File: src/rtl/bit_decrementor_counter_4_pkg.sv
// Shared definitions for the loadable countdown unit.
// Holds the state encoding, default width and the NAND primitive.
package bit_decrementor_counter_4_pkg;

    localparam int DEF_WIDTH = 4;

    typedef enum logic [1:0] {
        IDLE  = 2'b00,
        COUNT = 2'b01,
        DONE  = 2'b10
    } state_t;

    function automatic logic nand2(input logic x, input logic y);
        return ~(x & y);
    endfunction

endpackage

File: src/rtl/bit_decrementor_counter_4_half_subtractor.sv
// NAND-only half subtractor: diff = a ^ b, bout = ~a & b.
// Ports: a, b (in); diff, bout (out).
module half_subtractor
    import bit_decrementor_counter_4_pkg::*;
(
    input  logic a,
    input  logic b,
    output logic diff,
    output logic bout
);

    logic n_ab;
    logic n_a;
    logic n_b;
    logic inv_a;
    logic n_bor;

    // Four-NAND XOR
    assign n_ab  = nand2(a, b);
    assign n_a   = nand2(a, n_ab);
    assign n_b   = nand2(b, n_ab);
    assign diff  = nand2(n_a, n_b);

    // NOT a, then AND as NAND followed by NAND-inverter
    assign inv_a = nand2(a, a);
    assign n_bor = nand2(inv_a, b);
    assign bout  = nand2(n_bor, n_bor);

endmodule

File: src/rtl/bit_decrementor_counter_4.sv
// Loadable countdown timer with a one-cycle done pulse.
// Ports: clk, rst_n, start, din, tick, abort -> count, busy, done, borrow.
module bit_decrementor_counter_4
    import bit_decrementor_counter_4_pkg::*;
#(
    parameter int WIDTH = DEF_WIDTH
) (
    input  logic             clk,
    input  logic             rst_n,
    input  logic             start,
    input  logic [WIDTH-1:0] din,
    input  logic             tick,
    input  logic             abort,
    output logic [WIDTH-1:0] count,
    output logic             busy,
    output logic             done,
    output logic             borrow
);

    state_t           state_q;
    state_t           state_d;
    logic [WIDTH-1:0] count_q;
    logic [WIDTH-1:0] count_d;
    logic [WIDTH-1:0] dec;
    logic [WIDTH:0]   bchain;

    // Ripple chain computing count_q - 1; borrow-in fixed at 1.
    assign bchain[0] = 1'b1;

    for (genvar gi = 0; gi < WIDTH; gi++) begin : g_sub
        half_subtractor u_hs (
            .a    (count_q[gi]),
            .b    (bchain[gi]),
            .diff (dec[gi]),
            .bout (bchain[gi+1])
        );
    end

    always_ff @(posedge clk or negedge rst_n) begin
        if (!rst_n) begin
            state_q <= IDLE;
            count_q <= '0;
        end else begin
            state_q <= state_d;
            count_q <= count_d;
        end
    end

    always_comb begin
        state_d = state_q;
        count_d = count_q;
        unique case (state_q)
            IDLE: begin
                if (start) begin
                    count_d = din;
                    state_d = (din == '0) ? DONE : COUNT;
                end
            end
            COUNT: begin
                if (abort) begin
                    state_d = IDLE;
                end else if (tick) begin
                    count_d = dec;
                    // Reaching zero ends the run, so no wrap occurs.
                    if (dec == '0) begin
                        state_d = DONE;
                    end
                end
            end
            DONE: begin
                state_d = IDLE;
                count_d = '0;
            end
            default: begin
                state_d = IDLE;
            end
        endcase
    end

    assign count  = count_q;
    assign busy   = (state_q == COUNT) || (state_q == DONE);
    assign done   = (state_q == DONE);
    assign borrow = bchain[WIDTH];

endmodule

File: config.mk
export PLATFORM = sky130hd
export DESIGN_NAME = bit_decrementor_counter_4
export DESIGN_NICKNAME = d
export VERILOG_FILES = /design/src/rtl/bit_decrementor_counter_4_pkg.sv /design/src/rtl/bit_decrementor_counter_4_half_subtractor.sv /design/src/rtl/bit_decrementor_counter_4.sv
export SDC_FILE = /design/constraint.sdc
export NUM_CORES = 1
export LEC_CHECK = 0
export ABC_AREA = 0
export CORE_AREA = 2 2 39 41
export DETAILED_ROUTE_END_ITERATION = 12
export DIE_AREA = 0 0 41 43
export HOLD_SLACK_MARGIN = 0.05
export PLACE_DENSITY = 0.79
export SYNTH_ARGS = -nofsm -noshare
export SYNTH_HDL_FRONTEND = slang
export SYNTH_SLANG_ARGS = --single-unit
export TNS_END_PERCENT = 30
File: constraint.sdc
create_clock -name clk -period 4.3 [get_ports clk]
set_clock_uncertainty 0.1 [all_clocks]
set_input_delay 0.43 -clock clk [delete_from_list [all_inputs] [get_ports clk]]
set_output_delay 0.43 -clock clk [all_outputs]
set_load 0.01 [all_outputs]
# [Word level (Yosys, flattened, before mapping)]
# Cells that the tools add are included.
[word_totals] regBits=6 inputBits=9 elab_cells=57 out_inout_bits=7
[classes] mux=10 bitwise_logic=31 n_eq_ne=7 reduce_logical=7
[op_table] operator="1-bit inverter" count=16
[op_table] operator="1-bit bitwise AND" count=15
[op_table] operator="4-bit 2-to-1 mux" count=3
[op_table] operator="4-bit one-hot mux with 3 select lines" count=1
[op_table] operator="2-bit 2-to-1 mux" count=5
[op_table] operator="4-bit zero test" count=2
[op_table] operator="2-bit inequality test (second input constant)" count=3
[op_table] operator="3-bit inequality test (second input constant)" count=2
[op_table] operator="2-bit one-hot mux with 2 select lines" count=1
[op_table] operator="4-bit AND reduction" count=1
[op_table] operator="3-bit AND reduction" count=1
[op_table] operator="3-bit nonzero test" count=1
[op_table] operator="2-bit by 1-bit equality test with 1-bit output (second input constant)" count=1
[op_table] operator="2-bit equality test (second input constant)" count=1
[op_table] operator="2-bit zero test" count=1
[op_table] operator="1-bit logical OR" count=1

# [Longest topological paths before layout]
[logic_depth] depth_word=14 ltp_mapped=7 depth_no_buf=7

# [Hierarchy]
# Synthesis repeated with hierarchy kept, for this count alone.
[unflattened] hier_cells=55 hier_area_um2=486.7
[by_module_without_submodules] module="bit_decrementor_counter_4" instances=1 cells_each=43 area_per_inst_um2=406.6 seq_area_each_um2=150.1
[by_module_without_submodules] module="half_subtractor" instances=4 cells_each=3 area_per_inst_um2=20.0 seq_area_each_um2=0.0

# [Worst setup path before layout]
# No wires, ideal clock.
[synth_timing] path_type="flip-flop to flip-flop" startpoint="register count_q[0] (netlist: count[0])" endpoint="register state_q[0]" slack_ns=2.482 path_stages_with_launch=8 t_required_ns=4.074 arrival_ns=1.592 path_buffers=0 synth_period_minus_slack_ns=1.818 setup_ns=0.126 cell_sequence="dfrtp_1 -> inv_1 -> ha_1 -> ha_1 -> ha_1 -> nand4_1 -> and3_1 -> a221o_1"
[synth_via] elab_chain_len=12 word_cells_on_any_way=30 cone_classes="1 x eq/ne; 27 x bitwise; 2 x reduce/logical"
[synth_rtl] item="start: declaration" line_no="bit_decrementor_counter_4.sv:22" rtl="logic [WIDTH-1:0] count_q;"
[synth_rtl] item="start signal: assignment" line_no="bit_decrementor_counter_4.sv:45" rtl="count_q <= count_d;"
[synth_rtl] item="1-bit inverter (*)"
[synth_rtl] item="1-bit bitwise AND (3 in series)" line_no="bit_decrementor_counter_4_pkg.sv:14" rtl="return ~(x & y);"
[synth_rtl] item="1-bit inverter" line_no="bit_decrementor_counter_4_pkg.sv:14"
[synth_rtl] item="1-bit bitwise AND" line_no="bit_decrementor_counter_4_pkg.sv:14"
[synth_rtl] item="1-bit inverter" line_no="bit_decrementor_counter_4_pkg.sv:14"
[synth_rtl] item="1-bit bitwise AND" line_no="bit_decrementor_counter_4_pkg.sv:14"
[synth_rtl] item="1-bit inverter" line_no="bit_decrementor_counter_4_pkg.sv:14"
[synth_rtl] item="4-bit zero test (*)" line_no="bit_decrementor_counter_4.sv:65" rtl="if (dec == '0) begin"
[synth_rtl] item="3-bit inequality test (no line) (*)"
[synth_rtl] item="3-bit AND reduction (no line) (*)"
[synth_rtl] item="end signal: assignment" line_no="bit_decrementor_counter_4.sv:44" rtl="state_q <= state_d;"
[synth_rtl] item="end: declaration" line_no="bit_decrementor_counter_4.sv:20" rtl="state_t state_q;"
# Every way passes the cells marked *; elsewhere a longest branch is shown, timed or not.
# A chain may end at the register's enable or synchronous reset.

# [Worst setup path in the final report]
[layout_timing] startpoint="register state_q[0]" endpoint="output busy"
[layout_via] elab_chain_len=2 word_cells_on_any_way=3 cone_classes="2 x eq/ne; 1 x reduce/logical"
[layout_rtl] item="2-bit by 1-bit equality test with 1-bit output or 2-bit equality test (tied branches)" line_no="bit_decrementor_counter_4.sv:81" rtl="assign busy = (state_q == COUNT) || (state_q == DONE);"
[layout_rtl] item="1-bit logical OR (*)" line_no="bit_decrementor_counter_4.sv:81"
[layout_rtl] item="end: declaration" line_no="bit_decrementor_counter_4.sv:15" rtl="output logic busy,"
# Marks and branches as above.

==> impl_metrics.env <==
export IMPL_outcome="completed"
export IMPL_die_h_um=43
export IMPL_rows=14
export IMPL_coreArea_sq_um=1380
export IMPL_hold_viol=0
export IMPL_ir_drop_mv=0.158
export IMPL_die_area_sq_um=1760
export IMPL_max_slew_worst_pin_slew_ns=0.357
export IMPL_die_width_um=41
export IMPL_htree_levels=1
export IMPL_cp_required_ns=3.77
export IMPL_p_leak_nw=0.341
export IMPL_gp_congestion=0.709
export IMPL_final_cell_mix="15 x clkdlybuf4s50_1, 8 x inv_1, 8 x ha_1, 6 x dfrtp_1, 4 x mux2i_1"
export IMPL_ios=16
export IMPL_hold_class="primary input to async pin"
export IMPL_synth_nets=66
export IMPL_critPathCaptureType="output port"
export IMPL_setup_violations=0
export IMPL_drt_vias_per_instance=5.04
export IMPL_path_class="register to output port"
export IMPL_finalNonFillerCells=79
export IMPL_cellPowerDensity_nw_per_um2=708
export IMPL_clkTransAtPathRegs_ns=0.05
export IMPL_max_freq_mhz=437
export IMPL_finalPower_w=0.000487
export IMPL_crit_fanout=6
export IMPL_nFillCells=135
export IMPL_wl_per_cell_um=13.9
export IMPL_post_route_drc_count=0
export IMPL_drv_cap=0
export IMPL_synth_avg_cell_area_sq_um=10.7
export IMPL_rsz0062_at_grt="false"
export IMPL_drtAntennaViolNets=0
export IMPL_critical_path_max_stage_delay_ns=0.58
export IMPL_min_period_over_period_pct=53.2
export IMPL_grt_max_degree=7
export IMPL_syn2layout_area_growth_pct=31.0
export IMPL_ctsResizeCount=0
export IMPL_drive_gt1_share_pct=14.3
export IMPL_root_buffer="clkbuf_4"
export IMPL_final_area_sq_um=688
export IMPL_finalSetupTns_ns=0
export IMPL_arrival_ns=1.76
export IMPL_final_common_cell="clkdlybuf4s50_1"
export IMPL_dpl_cell_area_sq_um=666
export IMPL_num_vias=398
export IMPL_synth_area_sq_um=526
export IMPL_clk_latency_ns=0.25
export IMPL_cts_hold_buf=0
export IMPL_overflow=0
export IMPL_portBuffers=15
export IMPL_grt_first_pass_wirelength_mm=1.75
export IMPL_first_iter_violations=17
export IMPL_cts_buffers=3
export IMPL_slew_headroom_pct=76.1
export IMPL_post_place_cells=76
export IMPL_syn_inst=49
export IMPL_totalWireLength_mm=1.10
export IMPL_grt_pass1_vias=408
export IMPL_crit_chain="inv_1, ha_1, clkdlybuf4s50_1"
export IMPL_dpl_hpwl_um=851
export IMPL_cts_buffer_depth=2
export IMPL_cts_tree="yes"
export IMPL_cp_slowest_cell="clkdlybuf4s50_1"
export IMPL_n_antenna_cell=0
export IMPL_seq_area_frac_synth_pct=28.6
export IMPL_cts_setup_buffers=0
export IMPL_track_usage_pct=15.6
export IMPL_drt_pass1_iterations=4
export IMPL_synth_cell_types=19
export IMPL_ys_ff_latch=6
export IMPL_yosysWarnings=0
export IMPL_min_period_ns=2.29
export IMPL_antenna_found_initial=0
export IMPL_start_util_pct=38.0
export IMPL_startpoint_type="register"
export IMPL_whs_ns=0.319
export IMPL_maxSlewViolCount=0
export IMPL_nets=82
export IMPL_clock_sinks=6
[power by group]
group	total (W)	internal (W)	switching (W)
Combinational	0.000324	0.000179	0.000146
Clock	0.0000559	0.0000318	0.0000241
Sequential	0.000107	0.0000837	0.0000235
[path summary, 6_finish.rpt]
kind / from / to / slack (ns) / cells past startpoint
hold / removal: rst_n / state_q[1]$_DFFE_PN0P_ / 0.32 / 1
max in group asynchronous: rst_n / count[2]$_DFFE_PN0P_ / 3.55 / 1
setup / recovery: state_q[0]$_DFFE_PN0P_ / busy / 2.01 / 3
hold reg to reg: count[2]$_DFFE_PN0P_ / count[2]$_DFFE_PN0P_ / 0.44 / 1
setup reg to reg: count[0]$_DFFE_PN0P_ / state_q[0]$_DFFE_PN0P_ / 2.31 / 7
min in group clk: count[2]$_DFFE_PN0P_ / count[2]$_DFFE_PN0P_ / 0.44 / 1
[layer usage]
metal | share of wire, % | wire length, um | vias up | GRT usage [%]
met5 | 0 | 0 | - | 0
met4 | 3.8 | 42 | 0 | 16.0
met3 | 4.3 | 47 | 4 | 0
met2 | 50 | 545 | 18 | 24.4
met1 | 42 | 461 | 181 | 17.2
li1 | - | - | 195 | -
[cell families after synthesis]
group,after synthesis,synth area share (%)
buf+inv,12,11.4
compound gates,9,15.5
fa+ha+maj,8,19.0
simple gates,8,12.1
mux,6,13.3
flops,6,28.6
[stage by stage]
| step | utilization, % | setup slack, ns |
|---|---|---|
| global route | 49.7 | 1.93 |
| finish | 49.7 | 2.01 |
| CTS | 49.7 | 2.01 |
| global placement | 48.1 | 2.31 |
| floorplan | - | 2.48 |
| detailed placement | 48.1 | 2.28 |
[cells in the mapped netlist]
cell	n	share of area (%)
nand2b_4	1	2.6
mux2_4	2	5.7
nor2b_1	2	2.4
nand4_1	1	1.2
dfrtp_1	6	29
mux2i_1	4	7.6
and2b_1	1	1.4
nor2b_4	1	2.6
and3_1	1	1.2
a211oi_4	1	3.8
nand2_1	1	0.71
ha_1	8	19
o41ai_2	1	3.1
o22ai_1	2	2.4
inv_1	8	5.7
a221o_1	1	1.9
buf_4	4	5.7
a21o_1	1	1.4
a21oi_1	3	2.9
[cell type report]
type | count | area [sq um] | share of cell area [%]
sequential | 6 | 150 | 21.8
inverter | 8 | 30.0 | 4.36
timing repair buffer | 15 | 150 | 21.8
multi-input combinational | 31 | 315 | 45.8
tap | 16 | 20.0 | 2.91
clock buffer | 3 | 22.5 | 3.27
[worst max-delay path: cells and delay by family (launching register included)]
family	cells	cell delay, ns
flip-flops	1	0.42
adder cells (fa/ha/maj)	1	0.42
buffers and inverters	2	0.67
[sequential cells by signal, summed over array words and instances (netlist names)]
| register | cells |
|---|---|
| count | 4 |
| state_q | 2 |
Note: power is estimated with default switching activity, not from simulation.
